`config.mk`:
```
export PLATFORM = sky130hd
export DESIGN_NAME = sdr_bank_tracker
export DESIGN_NICKNAME = d
export VERILOG_FILES = /design/src/rtl/sdr_bank_tracker.sv
export SDC_FILE = /design/constraint.sdc
export NUM_CORES = 1
export LEC_CHECK = 0
export BUFFER_PORTS_ARGS = -buffer_cell sky130_fd_sc_hd__buf_2
export CORE_MARGIN = 2
export CORE_UTILIZATION = 39
export DETAILED_ROUTE_END_ITERATION = 7
export SLEW_MARGIN = 40
export SYNTH_ARGS = -nofsm -noshare
export SYNTH_HDL_FRONTEND = slang
export SYNTH_SLANG_ARGS = --single-unit
```
`constraint.sdc`:
```
create_clock -name sdram_clk -period 6.13 [get_ports sdram_clk]
set_clock_uncertainty 0.15 [all_clocks]
set_input_delay 0.3065 -clock sdram_clk [delete_from_list [all_inputs] [get_ports sdram_clk]]
set_output_delay 0.3065 -clock sdram_clk [all_outputs]
set_load 0.02 [all_outputs]
```
`src/rtl/sdr_bank_tracker.sv`:
```
// Passive SDRAM command-bus observer: tracks per-bank state, open rows and
// timing/protocol violations for the bus protocol checker.
module sdr_bank_tracker #(
  parameter int unsigned TRP       = 3,
  parameter int unsigned TRCD      = 3,
  parameter int unsigned BURST_LEN = 8,
  parameter int unsigned CNT_W     = 4
) (
  input  logic        sdram_clk,
  input  logic        sdram_reset,
  input  logic        sdr_cke,
  input  logic        sdr_cs_n,
  input  logic        sdr_ras_n,
  input  logic        sdr_cas_n,
  input  logic        sdr_we_n,
  input  logic [1:0]  sdr_ba,
  input  logic [12:0] sdr_addr,
  output logic [11:0] bank_st,
  output logic [3:0]  bank_open,
  output logic [51:0] open_row,
  output logic        err_valid,
  output logic [2:0]  err_code,
  output logic [1:0]  err_bank
);

  typedef enum logic [2:0] {
    ST_IDLE = 3'b000,
    ST_PRE  = 3'b001,
    ST_ACT  = 3'b010,
    ST_XFR  = 3'b011,
    ST_DLP  = 3'b100
  } bank_state_e;

  typedef enum logic [3:0] {
    CMD_LMR = 4'b0000,
    CMD_REF = 4'b0001,
    CMD_PRE = 4'b0010,
    CMD_ACT = 4'b0011,
    CMD_WR  = 4'b0100,
    CMD_RD  = 4'b0101,
    CMD_BST = 4'b0110,
    CMD_NOP = 4'b0111
  } cmd_e;

  localparam logic [CNT_W-1:0] TRP_LD  = CNT_W'(TRP - 1);
  localparam logic [CNT_W-1:0] TRCD_LD = CNT_W'(TRCD - 1);
  localparam logic [CNT_W-1:0] BL_LD   = CNT_W'(BURST_LEN - 1);

  bank_state_e      st_q  [4];
  bank_state_e      st_d  [4];
  logic [CNT_W-1:0] cnt_q [4];
  logic [CNT_W-1:0] cnt_d [4];
  logic [12:0]      row_q [4];
  logic [12:0]      row_d [4];

  logic       err_valid_q, err_valid_d;
  logic [2:0] err_code_q,  err_code_d;
  logic [1:0] err_bank_q,  err_bank_d;

  cmd_e       cmd;
  logic       a10;
  logic       any_busy;
  logic [1:0] low_busy;

  assign a10 = sdr_addr[10];

  always_comb begin
    if (sdr_cke && !sdr_cs_n) cmd = cmd_e'({1'b0, sdr_ras_n, sdr_cas_n, sdr_we_n});
    else                      cmd = CMD_NOP;
  end

  always_comb begin
    any_busy = 1'b0;
    low_busy = '0;
    for (int unsigned b = 0; b < 4; b++) begin
      if (!any_busy && st_q[b] != ST_IDLE) begin
        any_busy = 1'b1;
        low_busy = 2'(b);
      end
    end
  end

  always_comb begin
    err_valid_d = 1'b0;
    err_code_d  = err_code_q;
    err_bank_d  = err_bank_q;

    // Timed progress first; a command on this edge then overrides its bank.
    for (int unsigned b = 0; b < 4; b++) begin
      st_d[b]  = st_q[b];
      row_d[b] = row_q[b];
      cnt_d[b] = (cnt_q[b] == '0) ? '0 : cnt_q[b] - CNT_W'(1);
      case (st_q[b])
        ST_XFR: if (cnt_q[b] == '0) st_d[b] = ST_ACT;
        ST_DLP: if (cnt_q[b] == '0) begin
          st_d[b]  = ST_PRE;
          cnt_d[b] = TRP_LD;
        end
        ST_PRE: if (cnt_q[b] == '0) st_d[b] = ST_IDLE;
        default: ;
      endcase
    end

    case (cmd)
      CMD_ACT: begin
        if (st_q[sdr_ba] == ST_IDLE) begin
          st_d[sdr_ba]  = ST_ACT;
          cnt_d[sdr_ba] = TRCD_LD;
          row_d[sdr_ba] = sdr_addr;
        end else if (st_q[sdr_ba] != ST_DLP) begin
          err_valid_d = 1'b1;
          err_code_d  = 3'd1;
          err_bank_d  = sdr_ba;
        end
      end
      CMD_RD, CMD_WR: begin
        case (st_q[sdr_ba])
          ST_IDLE, ST_PRE: begin
            err_valid_d = 1'b1;
            err_code_d  = 3'd2;
            err_bank_d  = sdr_ba;
          end
          ST_ACT, ST_XFR: begin
            if (st_q[sdr_ba] == ST_ACT && cnt_q[sdr_ba] != '0) begin
              err_valid_d = 1'b1;
              err_code_d  = 3'd3;
              err_bank_d  = sdr_ba;
            end else begin
              st_d[sdr_ba]  = a10 ? ST_DLP : ST_XFR;
              cnt_d[sdr_ba] = BL_LD;
            end
          end
          default: ;
        endcase
      end
      CMD_BST: begin
        if (st_q[sdr_ba] == ST_XFR) begin
          st_d[sdr_ba]  = ST_ACT;
          cnt_d[sdr_ba] = '0;
        end
      end
      CMD_PRE: begin
        for (int unsigned b = 0; b < 4; b++) begin
          if ((a10 || sdr_ba == 2'(b)) && (st_q[b] == ST_ACT || st_q[b] == ST_XFR)) begin
            st_d[b]  = ST_PRE;
            cnt_d[b] = TRP_LD;
          end
        end
      end
      CMD_REF, CMD_LMR: begin
        if (any_busy) begin
          err_valid_d = 1'b1;
          err_code_d  = (cmd == CMD_REF) ? 3'd4 : 3'd5;
          err_bank_d  = low_busy;
        end
      end
      default: ;
    endcase
  end

  always_ff @(posedge sdram_clk) begin
    if (sdram_reset) begin
      for (int unsigned b = 0; b < 4; b++) begin
        st_q[b]  <= ST_IDLE;
        cnt_q[b] <= '0;
        row_q[b] <= '0;
      end
      err_valid_q <= 1'b0;
      err_code_q  <= '0;
      err_bank_q  <= '0;
    end else begin
      for (int unsigned b = 0; b < 4; b++) begin
        st_q[b]  <= st_d[b];
        cnt_q[b] <= cnt_d[b];
        row_q[b] <= row_d[b];
      end
      err_valid_q <= err_valid_d;
      err_code_q  <= err_code_d;
      err_bank_q  <= err_bank_d;
    end
  end

  always_comb begin
    bank_st   = '0;
    bank_open = '0;
    open_row  = '0;
    for (int unsigned b = 0; b < 4; b++) begin
      bank_st[3*b +: 3]   = st_q[b];
      bank_open[b]        = (st_q[b] == ST_ACT) || (st_q[b] == ST_XFR) || (st_q[b] == ST_DLP);
      open_row[13*b +: 13] = row_q[b];
    end
  end

  assign err_valid = err_valid_q;
  assign err_code  = err_code_q;
  assign err_bank  = err_bank_q;

endmodule

```
==> out/results.ini <==
[finish]
final_util_pct = 46.5
nets = 661
mostFrequentLayoutCells = nand2_1, buf_2, dfxtp_1
drive_gt1_share_pct = 20.3
antennaDiodeCount = 0
syn2layout_area_growth_pct = 17.3
fin_area_um2 = 5000
final_common_cell = nand2_1

[floorplan]
initial_utilization_pct = 39.7
core_um2 = 10700
die_h_um = 109
fp.dieW_um = 109
io_pins = 96
dieArea_um2 = 11800
rows = 38

[routing]
dr.pass1.iters = 4
drc = 0
drtIter0Drc = 372
wirelength_mm = 13.2
vias = 4354
via_per_inst = 5.62
wl_per_cell_um = 17.1
postRouteAntennaNets = 0

[logic_synthesis]
yosysUniqueCellTypes = 57
synth-seq-cells = 86
synthesis.instances = 561
syn_area_per_cell_um2 = 7.60
synth_area_um2 = 4260
synth_flop_cell = dfxtp_1
seq_area_frac_synth_pct = 40.4
synth_top_area_share_pct = 40.4
yosys_warnings = 0
yosysTopAreaCell = dfxtp_1
synth_edf_count = 0
syn_nets = 591
ys_async_sr_fraction_pct = 0
synthTopCellsByArea = dfxtp_1, nand2_1, a21oi_1

[power]
power_density_nw_per_um2 = 344
leakage_nw = 1.99
ir_worst_vdd_mv = 0.136

[global_routing]
grtUsageTotal_pct = 22.8
grt_start_max_net_pins = 86
grt_pass1_vias = 4072
antenna_found_initial = 0
grt_pass1_wl_mm = 20.9
grt_overflow = 0

[critical_path]
criticalPathCategory = flop to flop
cp.required_ps = 6240
crit_path_max_fanout = 13
worstPathCellList = mux4_2 > nor2b_1 > and3_1 > o21ai_1 > a221oi_1
crit_arrival_ps = 3250
reg2reg_setup_slack_ps = 3000
start_kind = flop
cp_slowest_cell = nor2b_1
max_stage_delay_ps = 730
crit_family = simple AND/OR/NAND/NOR gates
crit_buf_inv = 0
crit_path_end_kind = flop

[sta]
worst_pin_slew_ps = 861
min_period_over_period_pct = 51.1
setup_viol = 0
setup_tns_ps = 0
min_period_ps = 3130
slew_viol_final = 0
rsz0062_at_grt = false
hold_violations = 0
relSlewSlack_pct = 42.5
fmax_mhz = 319

[placement]
port_buffers = 95
place_area_um2 = 4800
dpl.hpwl_mm = 9.57
routabilityCongestion = 0.903

[clock_tree]
max-clock-path-buffers = 2
cts.sinks = 86
post-cts-setup-buffer-count = 0
clock_latency_ps = 360
cts_root_buf = clkbuf_8
cts_inserted_buffers = 9
cts_resized = 0
htree_levels = 3
clk_pin_slew_ps = 100
cts_tree = done
hold_buffers = 0

[worst_hold_path]
hp-class = input pin to flop

[run_status]
status = completed

[job]
max_cap_viol_count = 0

[synthesized netlist by cell type, types with 2 or more instances]
master    number
a211oi_1       9
a21o_1         4
a21oi_1       75
a221o_1        3
a221oi_1       3
a22oi_1        5
a31oi_1        5
a32o_1         2
a32oi_1        3
a41oi_1        3
and2_1         5
buf_2         13
clkbuf_1      26
dfxtp_1       86
ha_1           8
inv_1         14
mux4_2         3
nand2_1      134
nand2b_1       5
nand3_1        6
nand4_1        3
nor2_1        33
nor2b_1        7
nor3_1        21
nor3_2         4
nor3b_1        3
nor4_1         6
o21a_1         2
o21ai_0       11
o21ai_1        9
o22ai_1        6
o31ai_1        5
or2_2          2
or3_1          7
or3b_2         3
or4_1          3
xor2_1         4
[registers in the layout (all words and copies together), names as in the netlist]
| register | cells |
|---|---|
| err_valid | 1 |
| err_bank | 2 |
| st_q | 12 |
| err_code | 3 |
| cnt_q | 16 |
| row_q | 52 |
[worst paths after layout]
kind                                  start     endpoint  cells after the start
worst max register to register   st_q[2][2]  cnt_q[1][1]                      5
worst min-delay path            sdr_addr[5]  row_q[1][5]                      3
worst min register to register  row_q[3][6]  row_q[3][6]                      2
worst max-delay path             st_q[2][2]  cnt_q[1][1]                      5
[metrics by stage]
stage / hold WS, ps / setup WS, ps / power (W) / cells
final: 72.3 / 3000 / 0.00172 / 775
after floorplan: 292 / 3510 / 0.00115 / 561
after detailed placement: 291 / 2900 / 0.00132 / 760
after global placement: 289 / 2960 / 0.00129 / 760
after CTS: 59.9 / 3050 / 0.00172 / 775
after global routing: 69.9 / 2840 / 0.00183 / 775
[metal layers]
| layer | vias up | routed length (µm) | GRT usage [%] |
|---|---|---|---|
| met3 | 23 | 1070 | 5.67 |
| met1 | 2045 | 6040 | 32.8 |
| met4 | 0 | 236 | 6.87 |
| met2 | 173 | 5880 | 33.3 |
| met5 | - | 0 | 0 |
| li1 | 2113 | - | - |
[report_power, final]
part / total, W / internal (W) / switching, W
logic: 0.000629 / 0.000258 / 0.000371
registers: 0.000688 / 0.000621 / 0.0000671
clock network: 0.000402 / 0.000190 / 0.000212
[final cells by class]
| type | count | area [µm²] |
|---|---|---|
| multi-input combinational | 422 | 2360 |
| sequential | 86 | 1720 |
| clock inverter | 6 | 68.8 |
| clock buffer | 9 | 124 |
| fill | 1122 | 5740 |
| tap | 140 | 175 |
| inverter | 14 | 52.6 |
| timing repair buffer | 98 | 502 |
[cells by family after synthesis]
logic type	share of synthesized area (%)
adder cells (fa/ha/maj)	2.35
AO/OA/AOI/OAI	23.0
buffers and inverters	5.05
flip-flops	40.4
XOR/XNOR	1.03
multiplexers	2.08
AND/OR/NAND/NOR	26.1
[tightest hold or removal path, cell delays in order]
cell,delay [ps]
buf_2,130
nand2_1,60
a21oi_1,50
Note: power is estimated with default switching activity, not from simulation.
